==> src/rtl/lsu_ctrl.sv <==
// Load/store initiator: issues aligned MEM accesses for CPU loads and stores,
// splitting word-crossing loads into two reads and misaligned stores into byte writes.
module lsu_ctrl #(
  parameter bit MISALIGN_EN = 1'b1
) (
  input  logic        clk,
  input  logic        rst,
  input  logic        req_valid,
  output logic        req_ready,
  input  logic        req_write,
  input  logic [2:0]  req_type,
  input  logic [31:0] req_addr,
  input  logic [31:0] req_wdata,
  output logic        resp_valid,
  output logic [31:0] resp_data,
  output logic        resp_err,
  output logic        mem_write_enable,
  output logic [2:0]  mem_write_type,
  output logic [31:0] mem_addr,
  output logic [31:0] mem_wdata,
  input  logic [31:0] mem_rdata
);

  typedef enum logic [2:0] {S_IDLE, S_ACC0, S_ACC1, S_STB, S_RESP} state_t;

  state_t      state_q, state_d;
  logic        write_q, write_d;
  logic [2:0]  type_q, type_d;
  logic [31:0] addr_q, addr_d;
  logic [31:0] wdata_q, wdata_d;
  logic [31:0] w0_q, w0_d;
  logic [1:0]  cnt_q, cnt_d;
  logic [31:0] resp_data_q, resp_data_d;
  logic        resp_err_q, resp_err_d;

  // Access size minus one: byte 0, half 1, word 3.
  function automatic logic [1:0] size_m1(input logic [1:0] t);
    case (t)
      2'd0:    size_m1 = 2'd0;
      2'd1:    size_m1 = 2'd1;
      default: size_m1 = 2'd3;
    endcase
  endfunction

  // Pick the access bytes starting at offset off from the big-endian pair {hi, lo}.
  function automatic logic [31:0] extract(input logic [31:0] hi, input logic [31:0] lo,
                                          input logic [1:0] off, input logic [2:0] t);
    logic [31:0] top;
    top = (hi << {off, 3'b000}) | (lo >> (6'd32 - {1'b0, off, 3'b000}));
    case (t[1:0])
      2'd0:    extract = {{24{top[31] & ~t[2]}}, top[31:24]};
      2'd1:    extract = {{16{top[31] & ~t[2]}}, top[31:16]};
      default: extract = top;
    endcase
  endfunction

  logic [1:0]  req_m1, cur_m1, byte_sel;
  logic        req_illegal, req_misal, crossing;
  logic [31:0] word_addr, store_mask;

  always_comb begin
    req_m1      = size_m1(req_type[1:0]);
    req_illegal = req_write ? (req_type >= 3'd3)
                            : (req_type == 3'd3 || req_type[2:1] == 2'b11);
    req_misal   = (req_addr[1:0] & req_m1) != 2'd0;
    cur_m1      = size_m1(type_q[1:0]);
    crossing    = ({1'b0, addr_q[1:0]} + {1'b0, cur_m1}) > 3'd3;
    word_addr   = {addr_q[31:2], 2'b00};
    byte_sel    = cur_m1 - cnt_q;
    case (type_q[1:0])
      2'd0:    store_mask = 32'h0000_00FF;
      2'd1:    store_mask = 32'h0000_FFFF;
      default: store_mask = 32'hFFFF_FFFF;
    endcase
  end

  always_comb begin
    state_d     = state_q;
    write_d     = write_q;
    type_d      = type_q;
    addr_d      = addr_q;
    wdata_d     = wdata_q;
    w0_d        = w0_q;
    cnt_d       = cnt_q;
    resp_data_d = 32'd0;
    resp_err_d  = 1'b0;
    case (state_q)
      S_IDLE: begin
        if (req_valid) begin
          write_d = req_write;
          type_d  = req_type;
          addr_d  = req_addr;
          wdata_d = req_wdata;
          cnt_d   = 2'd0;
          if (req_illegal || (req_misal && !MISALIGN_EN)) begin
            state_d    = S_RESP;
            resp_err_d = 1'b1;
          end else if (req_write && req_misal) begin
            state_d = S_STB;
          end else begin
            state_d = S_ACC0;
          end
        end
      end
      S_ACC0: begin
        if (write_q) begin
          state_d = S_RESP;
        end else if (crossing) begin
          w0_d    = mem_rdata;
          state_d = S_ACC1;
        end else begin
          resp_data_d = extract(mem_rdata, 32'd0, addr_q[1:0], type_q);
          state_d     = S_RESP;
        end
      end
      S_ACC1: begin
        resp_data_d = extract(w0_q, mem_rdata, addr_q[1:0], type_q);
        state_d     = S_RESP;
      end
      S_STB: begin
        if (cnt_q == cur_m1) state_d = S_RESP;
        else                 cnt_d   = cnt_q + 2'd1;
      end
      S_RESP:  state_d = S_IDLE;
      default: state_d = S_IDLE;
    endcase
  end

  // MEM drive decodes only captured state, so req_* changes while busy cannot leak out.
  // Aligned stores keep the byte address so MEM can place sub-word data.
  always_comb begin
    mem_write_enable = 1'b0;
    mem_write_type   = 3'd0;
    mem_addr         = 32'd0;
    mem_wdata        = 32'd0;
    case (state_q)
      S_ACC0: begin
        mem_addr = write_q ? addr_q : word_addr;
        if (write_q) begin
          mem_write_enable = 1'b1;
          mem_write_type   = type_q;
          mem_wdata        = wdata_q & store_mask;
        end
      end
      S_ACC1: mem_addr = word_addr + 32'd4;
      S_STB: begin
        mem_write_enable = 1'b1;
        mem_addr         = addr_q + {30'd0, cnt_q};
        mem_wdata        = {24'd0, wdata_q[{byte_sel, 3'b000} +: 8]};
      end
      default: ;
    endcase
  end

  assign req_ready  = (state_q == S_IDLE);
  assign resp_valid = (state_q == S_RESP);
  assign resp_data  = resp_data_q;
  assign resp_err   = resp_err_q;

  always_ff @(posedge clk or posedge rst) begin
    if (rst) begin
      state_q     <= S_IDLE;
      write_q     <= 1'b0;
      type_q      <= 3'd0;
      addr_q      <= 32'd0;
      wdata_q     <= 32'd0;
      w0_q        <= 32'd0;
      cnt_q       <= 2'd0;
      resp_data_q <= 32'd0;
      resp_err_q  <= 1'b0;
    end else begin
      state_q     <= state_d;
      write_q     <= write_d;
      type_q      <= type_d;
      addr_q      <= addr_d;
      wdata_q     <= wdata_d;
      w0_q        <= w0_d;
      cnt_q       <= cnt_d;
      resp_data_q <= resp_data_d;
      resp_err_q  <= resp_err_d;
    end
  end

endmodule
==> config.mk <==
export PLATFORM = sky130hd
export DESIGN_NAME = lsu_ctrl
export DESIGN_NICKNAME = d
export VERILOG_FILES = /design/src/rtl/lsu_ctrl.sv
export SDC_FILE = /design/constraint.sdc
export NUM_CORES = 1
export LEC_CHECK = 0
export CAP_MARGIN = 30
export CORE_MARGIN = 8
export CORE_UTILIZATION = 45
export CTS_CLUSTER_SIZE = 20
export DETAILED_ROUTE_END_ITERATION = 10
export PLACE_DENSITY = 0.73
export SLEW_MARGIN = 20
export SYNTH_ARGS = -nofsm -noshare
export SYNTH_HDL_FRONTEND = slang
export SYNTH_SLANG_ARGS = --single-unit
==> constraint.sdc <==
create_clock -name clk -period 11.7 [get_ports clk]
set_clock_uncertainty 0.2 [all_clocks]
set_input_delay 1.755 -clock clk [delete_from_list [all_inputs] [get_ports clk]]
set_output_delay 1.755 -clock clk [all_outputs]
set_load 0.1 [all_outputs]
### Word-level counts from Yosys, hierarchy flattened

Cells that the tools add are included.

* bits in registers: 138
* input port bits: 103
* output and inout bits: 103

* add/subtract/negate cells: 6
* magnitude comparators: 2
* eq/ne operators: 12
* shifts and indexed selects: 5
* muxes and demuxes: 30
* bitwise logic cells: 8
* reduce and logical (&&, ||, !) cells: 11

Operators by type and width (count)
* 32-bit one-hot mux with 2 select lines: 5
* 32-bit two-way mux: 3
* 32-bit one-hot mux with 3 select lines: 1
* 32-bit OR: 2
* 32-bit by 5-bit left shift with 32-bit output: 2
* 32-bit by 2-bit adder with 32-bit output: 1
* 32-bit by 3-bit adder with 32-bit output (second input constant): 1
* 32-bit bitwise AND: 1
* 32-bit by 6-bit indexed part select with 8-bit output: 1
* 1-bit by 6-bit >> shifter with 32-bit output (first input constant): 1
* 32-bit by 6-bit >> shifter with 32-bit output: 1
* 3-bit two-way mux: 7
* 2-bit one-hot mux with 2 select lines: 3
* 3-bit one-hot mux with 4 select lines: 1
* 3-bit by 2-bit == test with 1-bit output (second input constant): 3
* 2-bit two-way mux: 4
* 2-bit != test (second input constant): 3
* 3-bit AND reduction: 2
* 6-bit by 5-bit subtractor with 6-bit output (first input constant): 1
* 1-bit two-way mux: 5
* 2-bit by 1-bit == test with 1-bit output (second input constant): 2
* 2-bit zero test: 2
* 2-bit AND reduction: 2
* 2-bit nonzero test: 2
* other kinds (16): 18

### Logic depth before layout (Yosys ltp)

* depth after elaboration: 9
* gate-level depth with buffers: 11
* depth with buffers taken out: 7

### Worst setup path before layout

Ideal clock, no wire load.

* kind: flip-flop to output port
* start point: reg addr_q[0]
* end point: out mem_addr[20]
* arrival time: 4.003 ns
* required time: 9.745 ns
* path slack: 5.742 ns
* stages on the path, launching flop included: 7
* path buffers: 1
* cell sequence: dfrtp_1 > ha_1 > fa_1 > a21oi_1 > nor2_1 > clkbuf_1 > a311oi_1

* longest elaborated chain between the ends: 2

RTL lines
* start: declaration: RTL line 29 `logic [31:0] addr_q, addr_d;`
* start signal: assignment: RTL line 175 `addr_q <= addr_d;`
* 32-bit by 2-bit adder with 32-bit output: RTL line 148 `mem_addr = addr_q + {30'd0, cnt_q};`
* 32-bit one-hot mux with 3 select lines: RTL line 136 `case (state_q)`
* end: declaration: RTL line 19 `output logic [31:0] mem_addr,`

Every way passes these cells.

### Final worst setup path

* start point: reg type_q[0]
* end point: out mem_wdata[0]

* longest elaborated chain between the ends: 5

RTL lines
* start: declaration: RTL line 28 `logic [2:0] type_q, type_d;`
* start signal: assignment: RTL line 174 `type_q <= type_d;`
* 2-bit by 1-bit == test with 1-bit output or 2-bit zero test (tied branches): RTL line 38 `case (t)`
* 2-bit one-hot mux with 2 select lines *: RTL line 38
* 2-bit subtractor *: RTL line 69 `byte_sel = cur_m1 - cnt_q;`
* 32-bit by 6-bit indexed part select with 8-bit output *: RTL line 149 `mem_wdata = {24'd0, wdata_q[{byte_sel, 3'b000} +: 8]};`
* 32-bit one-hot mux with 2 select lines *: RTL line 136
* end: declaration: RTL line 20 `output logic [31:0] mem_wdata,`

Mark *: on every way between the ends. The rest lies on a longest branch, timed or not.

==> flow_summary.yaml <==
placement:
  pre_cts_ws_ps: 5860
  dp_hpwl_um: 23300
  io_buffer_count: 205
  gp_congestion: 0.936
  place_area_um2: 11500
clocking:
  cts_buffers: 17
  postCtsHoldBufs: 0
  htreeDepth: 4
  clk_latency_ps: 430
  cts_setup_buffers: 0
  cts_tree: "built"
  path_clk_slew_ps: 60
  clockRootBuffer: "clkbuf_16"
  numClockSinks: 138
  cts.path.max_buffers: 2
  cts_resized: 0
detailed_routing:
  first_iter_violations: 907
  firstDrtPassIters: 5
  drc: 0
  postRouteAntennaNets: 0
  vias: 9183
  detail_route.wl_per_cell_um: 21.7
  drt-vias-per-instance: 6.13
  wirelength_um: 32600
critical_path:
  reg2reg_from: "addr_q[0]"
  r2r_end: "resp_data[11]"
  start_kind: "flop"
  critPathMaxFanout: 17
  crit_arrival_ps: 4430
  worstRegToRegCells: 7
  crit_type: "flop to output pin"
  end_kind: "output pin"
  crit_start: "type_q[0]"
  crit_required_ps: 9750
  crit_end: "mem_wdata[0]"
  r2r_slack_ps: 7400
timing:
  slew-limit-headroom_pct: 30.8
  fin_ws_ps: 5320
  min_period_over_period_pct: 54.6
  fmax_mhz: 157
  holdWs_ps: 292
  setup_tns_ps: 0
  worst_pin_slew_ps: 1040
  finalHoldViolations: 0
  setup_viol: 0
  rsz0062_at_grt: "no"
  slew_violations: 0
  layout_min_cycle_time_ps: 6380
floorplanning:
  fp-row-count: 52
  initial_core_util_pct: 45.6
  die_h_um: 159
  ios: 206
  core_um2: 20200
  dieArea_um2: 25300
  die_w_um: 159
logic_synthesis:
  ys.flop_type: "dfrtp_1"
  synth_cells: 1049
  synth_seq_cells: 138
  yosys.area_share.simple_pct: 20.3
  yosysWarningCount: 0
  synth-xor-area-share_pct: 0.449
  synth.area.mux_share_pct: 16.4
  postSynth.asyncResetShare_pct: 100
  synthDistinctLibCells: 70
  synth_fa_ha_area_share_pct: 1.03
  synth_compound_area_share_pct: 20.0
  synth_edf_count: 0
  netlist_area_um2: 9200
  synth_top_family_by_area: "simple AND/OR/NAND/NOR gates"
  synth_area_per_cell_um2: 8.77
  synth-seq-area-share_pct: 37.5
  synth_nets: 1159
finish:
  n_antenna_cell: 0
  fin_util_pct: 60.6
  area_growth_pct: 32.7
  final_nets: 1326
  stdcell_area_um2: 12200
  drive_gt1_share_pct: 12.4
hold_path:
  hold_path_class: "flop to flop"
power_and_ir_drop:
  p_per_area_nw_per_um2: 288
  ir_worst_vdd_v: 0.000153
  p_leak_nw: 5.07
global_routing:
  antenna_found_initial: 0
  grt_max_degree: 87
  grt_pass1_wl_um: 51800
  grt_pass1_vias: 8983
  overflow: 0
  grtUsageTotal_pct: 25.4
run:
  maxCapViolCount: 0
status:
  status: "completed"
==> power breakdown <==
part	internal, mW	switching (mW)
Sequential	0.680	0.276
Clock	0.364	0.220
Combinational	0.673	1.31
==> cell usage after synthesis, types with 4 or more instances <==
| master | count | area, um^2 |
|---|---|---|
| or2_2 | 4 | 25.0 |
| o211ai_1 | 14 | 105 |
| a32o_1 | 7 | 70.1 |
| nor2_1 | 67 | 251 |
| a22oi_1 | 10 | 75.1 |
| o31ai_1 | 7 | 52.6 |
| a221o_1 | 17 | 170 |
| a31o_2 | 4 | 35.0 |
| o221ai_1 | 21 | 184 |
| and3_1 | 29 | 181 |
| nor2b_1 | 10 | 62.6 |
| buf_1 | 5 | 18.8 |
| nand4_1 | 7 | 43.8 |
| o21ai_0 | 54 | 270 |
| buf_2 | 30 | 150 |
| ha_1 | 6 | 75.1 |
| nand2_1 | 187 | 702 |
| nor3_1 | 12 | 60.1 |
| nand3_1 | 17 | 85.1 |
| clkbuf_1 | 42 | 158 |
| a211oi_1 | 12 | 90.1 |
| mux2_2 | 74 | 833 |
| mux2i_1 | 61 | 611 |
| a31oi_1 | 14 | 87.6 |
| and2_1 | 16 | 100 |
| a21oi_1 | 71 | 355 |
| nand2b_1 | 14 | 87.6 |
| or4_1 | 5 | 37.5 |
| or3_1 | 11 | 68.8 |
| and4_1 | 4 | 35.0 |
| a221oi_1 | 5 | 43.8 |
| inv_1 | 14 | 52.6 |
| o22ai_1 | 7 | 43.8 |
| dfrtp_1 | 138 | 3450 |
==> worst max-delay path, cell delays in order (launching register included) <==
cell and delay, ps:
dfrtp_1 730, or2_2 490, inv_1 210, ha_1 260, xor2_2 570, a31o_2 370
a221o_1 210, clkdlybuf4s50_1 1160
==> layout make-up <==
class	count	area [um^2]
clock buffers	18	439
well taps	270	338
fillers	1775	7960
multi-input cells	818	5370
clock inverters	14	194
inverters	15	61.3
repair buffers	226	2350
flip-flops and latches	138	3460
==> how the worst min path moves through the flow <==
stage          startpoint         end  slack, ps  cells past startpoint
4_1_cts        wdata_q[0]  wdata_q[0]        290                      2
5_1_grt        wdata_q[0]  wdata_q[0]        320                      2
2_1_floorplan  wdata_q[0]  wdata_q[0]        250                      2
3_3_place_gp   wdata_q[2]  wdata_q[2]        260                      2
3_5_place_dp   wdata_q[0]  wdata_q[0]        270                      2
6_report       wdata_q[2]  wdata_q[2]        290                      2
==> metrics by stage <==
| step | std cells | power, mW |
|---|---|---|
| after floorplan | 1049 | 2.36 |
| after global placement | 1458 | 2.85 |
| after detailed placement | 1463 | 2.89 |
| after CTS | 1495 | 3.48 |
| after global routing | 1499 | 3.71 |
| final | 1499 | 3.52 |
==> placed cells by master, fill, tap and decap left out, drive strengths merged, types with 18 or more instances in the layout <==
cell / count
dfrtp: 138
clkbuf: 18
mux2i: 61
a21oi: 71
clkdlybuf4s50: 205
o21ai: 55
nor2: 67
mux2: 74
and3: 30
buf: 21
o221ai: 21
nand2: 188
==> sequential cells by signal (all words and copies together) (netlist names) <==
| register | cells |
|---|---|
| w0_q | 32 |
| write_q | 1 |
| type_q | 3 |
| wdata_q | 32 |
| resp_err | 1 |
| resp_data | 32 |
| state_q | 3 |
| cnt_q | 2 |
| addr_q | 32 |
==> cell families (layout without fill, tap and decap cells) <==
group | after synthesis | after routing
xor gates and xnor gates | 3 | 3
muxes | 138 | 138
AOI/OAI and AO/OA | 274 | 274
and+or+nand+nor | 396 | 396
adders and majority gates | 7 | 7
buffers and inverters | 93 | 273
DFF | 138 | 138
==> layer usage <==
layer | up-vias | wire [um] | GRT usage, %
met2 | 516 | 14600 | 38.4
met5 | - | 0 | 0
met4 | 0 | 979 | 9.05
met3 | 79 | 3650 | 8.71
li1 | 4179 | - | -
met1 | 4409 | 13400 | 33.1
Note: power is estimated with default switching activity, not from simulation.
